$ cat config.mk
export PLATFORM = sky130hd
export DESIGN_NAME = solver_result_reader
export DESIGN_NICKNAME = d
export VERILOG_FILES = /design/src/rtl/solver_result_reader.sv
export SDC_FILE = /design/constraint.sdc
export NUM_CORES = 1
export LEC_CHECK = 0
export BUFFER_PORTS_ARGS = -buffer_cell sky130_fd_sc_hd__buf_2
export CORE_MARGIN = 2
export CORE_UTILIZATION = 35
export DETAILED_ROUTE_END_ITERATION = 8
export GPL_TIMING_DRIVEN = 1
export PLACE_DENSITY = 0.59
export SLEW_MARGIN = 20
export SYNTH_ARGS = -nofsm -noshare
export SYNTH_HDL_FRONTEND = slang
export SYNTH_SLANG_ARGS = --single-unit
$ cat constraint.sdc
create_clock -name clock -period 6.1 [get_ports clock]
set_input_delay 0.61 -clock clock [delete_from_list [all_inputs] [get_ports clock]]
set_output_delay 0.61 -clock clock [all_outputs]
set_load 0.02 [all_outputs]
$ cat src/rtl/solver_result_reader.sv
// solver_result_reader: drains the per-solver result RAMs of the multi-solver
// array once it reports done. Words leave in solver/address order on a
// valid/ready stream tagged with solver id, address and a last flag.
//
// Stream handshake: out_valid means the out_* fields hold a word. A word
// transfers on a rising edge where out_valid & out_ready are both high.
// While out_valid is high and out_ready is low, every out_* field holds its
// value. out_valid never depends on out_ready.
//
// Read pipeline: a read is issued by loading the pointer into the read-port
// register. The array RAM latches that address at the next edge. The word then
// sits on rd_data_in until the port address changes, so an uncaptured word
// survives as long as no further read is issued. A read is only issued when
// the word then sitting on rd_data_in is guaranteed a FIFO slot at the
// following edge. Together with the 2-entry FIFO, this gives one word per
// cycle when out_ready stays high, and it never drops a word.
module solver_result_reader #(
  parameter int NUM_SOLVERS      = 1,
  parameter int WORDS_PER_SOLVER = 1024,
  parameter int ID_W             = 6,
  parameter int ADDR_W           = 10
) (
  input  logic              clock,
  input  logic              reset,
  input  logic              start,
  input  logic              solvers_done,
  output logic [ID_W-1:0]   rd_solver_id,
  output logic [ADDR_W-1:0] rd_addr,
  input  logic [7:0]        rd_data_in,
  output logic              out_valid,
  input  logic              out_ready,
  output logic [7:0]        out_data,
  output logic [ID_W-1:0]   out_solver_id,
  output logic [ADDR_W-1:0] out_addr,
  output logic              out_last,
  output logic              busy,
  output logic              frame_done,
  output logic [2:0]        dbg_state
);

  typedef enum logic [2:0] {
    S_IDLE      = 3'd0,
    S_WAIT_DONE = 3'd1,
    S_READ      = 3'd2,
    S_FLUSH     = 3'd3,
    S_FINISH    = 3'd4
  } state_t;

  localparam int ENTRY_W = 1 + ID_W + ADDR_W + 8;
  localparam logic [ID_W-1:0]   LAST_ID   = ID_W'(NUM_SOLVERS - 1);
  localparam logic [ADDR_W-1:0] LAST_ADDR = ADDR_W'(WORDS_PER_SOLVER - 1);

  state_t              state_q, state_d;
  logic [ID_W-1:0]     ptr_id_q, ptr_id_d;
  logic [ADDR_W-1:0]   ptr_addr_q, ptr_addr_d;
  logic                issue;

  // read-port register and the two in-flight stages
  logic [ID_W-1:0]     rd_id_q;
  logic [ADDR_W-1:0]   rd_addr_q;
  logic                rd_last_q;
  logic                s1_q;          // address on the port, not yet latched by the RAM
  logic                s2_q;          // word on rd_data_in, not yet captured
  logic [ID_W-1:0]     m2_id_q;
  logic [ADDR_W-1:0]   m2_addr_q;
  logic                m2_last_q;

  // 2-entry output FIFO
  logic [ENTRY_W-1:0]  fifo_q [2];
  logic                wr_ptr_q, rd_ptr_q;
  logic [1:0]          cnt_q;

  logic                ptr_final;
  logic                accept;
  logic                capture;
  logic [1:0]          cnt_after;
  logic                s2_after;
  logic                can_issue;

  assign ptr_final = (ptr_id_q == LAST_ID) && (ptr_addr_q == LAST_ADDR);
  assign accept    = out_valid & out_ready;
  assign capture   = s2_q && ((cnt_q != 2'd2) || accept);
  assign cnt_after = cnt_q + {1'b0, capture} - {1'b0, accept};
  assign s2_after  = s1_q | (s2_q & ~capture);
  assign can_issue = ~s2_after | (cnt_after < 2'd2);

  assign out_valid = (cnt_q != 2'd0);
  assign {out_last, out_solver_id, out_addr, out_data} = fifo_q[rd_ptr_q];
  assign rd_solver_id = rd_id_q;
  assign rd_addr      = rd_addr_q;
  assign busy         = (state_q != S_IDLE);
  assign frame_done   = (state_q == S_FINISH);
  assign dbg_state    = state_q;

  // next state, read pointer advance and read-issue decision
  always_comb begin
    state_d    = state_q;
    ptr_id_d   = ptr_id_q;
    ptr_addr_d = ptr_addr_q;
    issue      = 1'b0;
    case (state_q)
      S_IDLE: begin
        ptr_id_d   = '0;
        ptr_addr_d = '0;
        if (start) state_d = solvers_done ? S_READ : S_WAIT_DONE;
      end
      S_WAIT_DONE: begin
        if (solvers_done) state_d = S_READ;
      end
      S_READ: begin
        if (can_issue) begin
          issue = 1'b1;
          if (ptr_final) begin
            state_d = S_FLUSH;
          end else if (ptr_addr_q == LAST_ADDR) begin
            ptr_addr_d = '0;
            ptr_id_d   = ptr_id_q + ID_W'(1);
          end else begin
            ptr_addr_d = ptr_addr_q + ADDR_W'(1);
          end
        end
      end
      S_FLUSH: begin
        if (accept && out_last) state_d = S_FINISH;
      end
      S_FINISH: state_d = S_IDLE;
      default:  state_d = S_IDLE;
    endcase
  end

  // FSM state and read pointer registers
  always_ff @(posedge clock or negedge reset) begin
    if (!reset) begin
      state_q    <= S_IDLE;
      ptr_id_q   <= '0;
      ptr_addr_q <= '0;
    end else begin
      state_q    <= state_d;
      ptr_id_q   <= ptr_id_d;
      ptr_addr_q <= ptr_addr_d;
    end
  end

  // read port (held between issues) and in-flight tracking with word metadata
  always_ff @(posedge clock or negedge reset) begin
    if (!reset) begin
      rd_id_q   <= '0;
      rd_addr_q <= '0;
      rd_last_q <= 1'b0;
      s1_q      <= 1'b0;
      s2_q      <= 1'b0;
      m2_id_q   <= '0;
      m2_addr_q <= '0;
      m2_last_q <= 1'b0;
    end else begin
      s1_q <= issue;
      s2_q <= s2_after;
      if (issue) begin
        rd_id_q   <= ptr_id_q;
        rd_addr_q <= ptr_addr_q;
        rd_last_q <= ptr_final;
      end
      if (s1_q) begin
        m2_id_q   <= rd_id_q;
        m2_addr_q <= rd_addr_q;
        m2_last_q <= rd_last_q;
      end
    end
  end

  // output FIFO: capture from the RAM, pop on downstream accept
  always_ff @(posedge clock or negedge reset) begin
    if (!reset) begin
      fifo_q[0] <= '0;
      fifo_q[1] <= '0;
      wr_ptr_q  <= 1'b0;
      rd_ptr_q  <= 1'b0;
      cnt_q     <= 2'd0;
    end else begin
      if (capture) begin
        fifo_q[wr_ptr_q] <= {m2_last_q, m2_id_q, m2_addr_q, rd_data_in};
        wr_ptr_q         <= ~wr_ptr_q;
      end
      if (accept) rd_ptr_q <= ~rd_ptr_q;
      cnt_q <= cnt_after;
    end
  end

endmodule

==> metrics <==
result of the run finished, final reports clean; share of the core filled with cells in the final layout 0.417; buffers inserted by post-CTS timing repair 0; Clock Pin Slew Worst Setup and Hold Paths 70 ps; Yosys reg bits roughly 110; number of rows in the core area 43; number of nets in the synthesized netlist a little under 400; post-route minimum period about 3400 ps; initial antenna violation count 0; Area growth syn-to-layout 16.8%; half-perimeter wire length after detailed placement ~6.7 mm; post-synth design cell area 0.00493 sq mm; number of hold-repair buffers added at the cts stage 0; GRT Util Overall 0.143; average wire length per cell after detail routing 16.1 um; peak supply drop around 0.17 mV; clock root buffer sky130_fd_sc_hd__clkbuf_16; deepest clock path buffer count 2; fraction of final layout cells with drive strength greater than 1 0.452; CTS sink cnt around 110; DP Worst Slack 2530 ps; detailed router's first-iteration violation count between 150 and 200; Placeable Area between 0.01 and 0.015 sq mm; Pleak around 2.3 nW; placer congestion estimate 0.801; clock tree from TritonCTS yes; Worst Setup SP cnt_q[1]; nets 451; startpoint class of the critical path flop; first-pass detailed-route iteration total 4; die width around 120 um; total power per unit cell area 550 mW/mm^2; number of fill cells in the layout approximately 1,300; via count normalized by instance count 5.13; clock network latency to the later pin of the worst-skew pair around 350 ps; total DRC errors in the routed layout 0; post-route clock skew 6.45 ps; slew of the pin with the lowest slew margin around 960 ps; number of buffers added by the clock tree synthesis step 9; Slew headroom 0.360; total area of sequential cells between 0.002 and 0.003 sq mm; critical path fanouts, max 22; die area about 0.015 sq mm; largest net degree at the start of global routing 73; final-report hold violation count 0; Final Worst Setup Slack 2670 ps; worst hold path class input port to async pin; Max Freq between 200 and 300 MHz; vias in the first global route between 3,000 and 4,000; Arrival @ worst endpoint 3660 ps; remaining antenna violation count 0; most used cells in the layout excluding fill and tap cells sky130_fd_sc_hd__dfrtp_1, sky130_fd_sc_hd__mux2_2, sky130_fd_sc_hd__buf_2, sky130_fd_sc_hd__nand2_1, sky130_fd_sc_hd__o21ai_0; multi-input gate area in the final layout between 0.002 and 0.0025 sq mm; total routed wirelength just under 10 mm; RSZ-0062 raised after global routing no; synthesized area divided by synthesized cell count around 13 sq um; final count of pins violating max slew 0; first-pass GRT wire length around 17 mm; Initial Util 0.357; synthesized instance count about 380; final setup violating endpoints 0; CTS H-Tree Depth 3; most common cell after layout, fill and taps aside sky130_fd_sc_hd__dfrtp_1; worst reg2reg startpoint cnt_q[1]; dpl cells approximately 600; io pins 60; ANT cells 0; sequential share of the synthesized area 0.553; max-cap viol count 0; CP endpoint kind flop; Cell Count, Final, Fillers Out roughly 620; Die Span Y about 120 um; area post-placement around 0.0054 sq mm; final non-filler cell area around 0.0058 sq mm; aggregate global routing overflow 0; class of the most critical setup path flop to flop; CTS-repair resized insts 0; number of port buffers 59; Yosys warnings 0; number of distinct library cell variants in the gate-level netlist after synthesis 52; post-route clock period utilization 0.562; total vias in the final route 3,173; Setup TNS Final 0 ps; data required time at the worst endpoint roughly 6300 ps
## flip-flops by register name (all words and copies together), names as in the netlist
signal	flops
cnt_q	2
dbg_state	3
fifo_q	50
m2_addr_q	10
m2_id_q	6
m2_last_q	1
ptr_addr_q	10
ptr_id_q	6
rd_addr	10
rd_last_q	1
rd_ptr_q	1
rd_solver_id	6
s1_q	1
s2_q	1
wr_ptr_q	1
## synth_stat cells (all sizes together)
library cell / number / area (sq um)
inv: 8 / 30.0
or2: 4 / 25.0
and4b: 1 / 10.0
o211ai: 4 / 30.0
xor2: 1 / 8.76
mux2: 106 / 1190
nor4bb: 1 / 10.0
a32o: 2 / 20.0
clkbuf: 9 / 33.8
ha: 5 / 62.6
nand3: 12 / 77.6
o2111ai: 1 / 8.76
o311a: 1 / 10.0
mux2i: 5 / 50.1
xnor2: 1 / 8.76
and2: 4 / 27.5
nor2: 10 / 37.5
nor3: 5 / 36.3
o21ai: 18 / 93.8
nor2b: 2 / 12.5
dfrtp: 109 / 2730
o311ai: 4 / 35.0
a22oi: 1 / 7.51
nor3b: 2 / 15.0
or2b: 1 / 7.51
and3: 1 / 6.26
nand2: 24 / 90.1
nand2b: 1 / 6.26
a32oi: 2 / 17.5
a221oi: 2 / 17.5
a31o: 2 / 17.5
xor3: 1 / 23.8
a221o: 1 / 10.0
o221ai: 1 / 8.76
nand3b: 2 / 15.0
a31oi: 1 / 6.26
and4: 2 / 18.8
or3: 4 / 25.0
buf: 7 / 35.0
nor4: 1 / 6.26
nand4: 4 / 40.0
a21oi: 2 / 10.0
## routing by layer
layer / GRT usage / wire length (um) / share of wire / vias to the layer above
li1: - / - / - / 1492
met1: 0.183 / 4440 / 0.45 / 1617
met2: 0.240 / 4980 / 0.50 / 52
met3: 0.0209 / 310 / 0.031 / 12
met4: 0.0611 / 191 / 0.019 / 0
met5: 0 / 0 / 0 / -
## through the flow
stage | power (mW) | hold slack, ps
after floorplan | 2.19 | 314
after global placement | 2.51 | 465
after detailed placement | 2.55 | 463
after CTS | 3.21 | 227
final | 3.17 | 211
after global routing | 3.39 | 247
## final timing paths
path	end	slack [ps]	cells past startpoint
max	rd_solver_id[4]	2670	9
min	m2_addr_q[3]	210	1
max reg2reg	rd_solver_id[4]	2670	9
min reg2reg	rd_ptr_q	470	1
max in group asynchronous	fifo_q[17]	4610	2
min in group clock	rd_ptr_q	470	1
## cell type report
cell class | instances | area share
multi-input cells | 242 | 0.366
flip-flops and latches | 109 | 0.473
clock buffers | 12 | 0.0462
clock inverters | 4 | 0.0132
well taps | 180 | 0.0391
inverters | 8 | 0.00521
repair buffers | 63 | 0.0569
## power by group
part | switching (mW) | internal, mW | total [mW]
Sequential | 0.221 | 0.988 | 1.21
Combinational | 0.667 | 0.643 | 1.31
Clock | 0.259 | 0.395 | 0.654
## cells by family (layout without fill, tap and decap cells)
| logic type | Yosys count | count (layout) | share of synthesized area |
|---|---|---|---|
| simple gates | 81 | 81 | 0.0946 |
| xor+xnor | 3 | 3 | 0.00837 |
| compound gates | 42 | 42 | 0.0593 |
| fa+ha+maj | 5 | 5 | 0.0127 |
| buf+inv | 24 | 87 | 0.0200 |
| mux | 111 | 111 | 0.252 |
| flops | 109 | 109 | 0.553 |
## critical path, stage by stage (launching register included)
cell	delay (ps)
sky130_fd_sc_hd__dfrtp_1	400
sky130_fd_sc_hd__or2_2	310
sky130_fd_sc_hd__and2_1	200
sky130_fd_sc_hd__ha_1	290
sky130_fd_sc_hd__inv_1	50
sky130_fd_sc_hd__ha_1	140
sky130_fd_sc_hd__xor3_1	260
sky130_fd_sc_hd__o21ai_2	250
sky130_fd_sc_hd__nand3_1	800
sky130_fd_sc_hd__mux2_1	580
(Power assumes the default switching activity.)
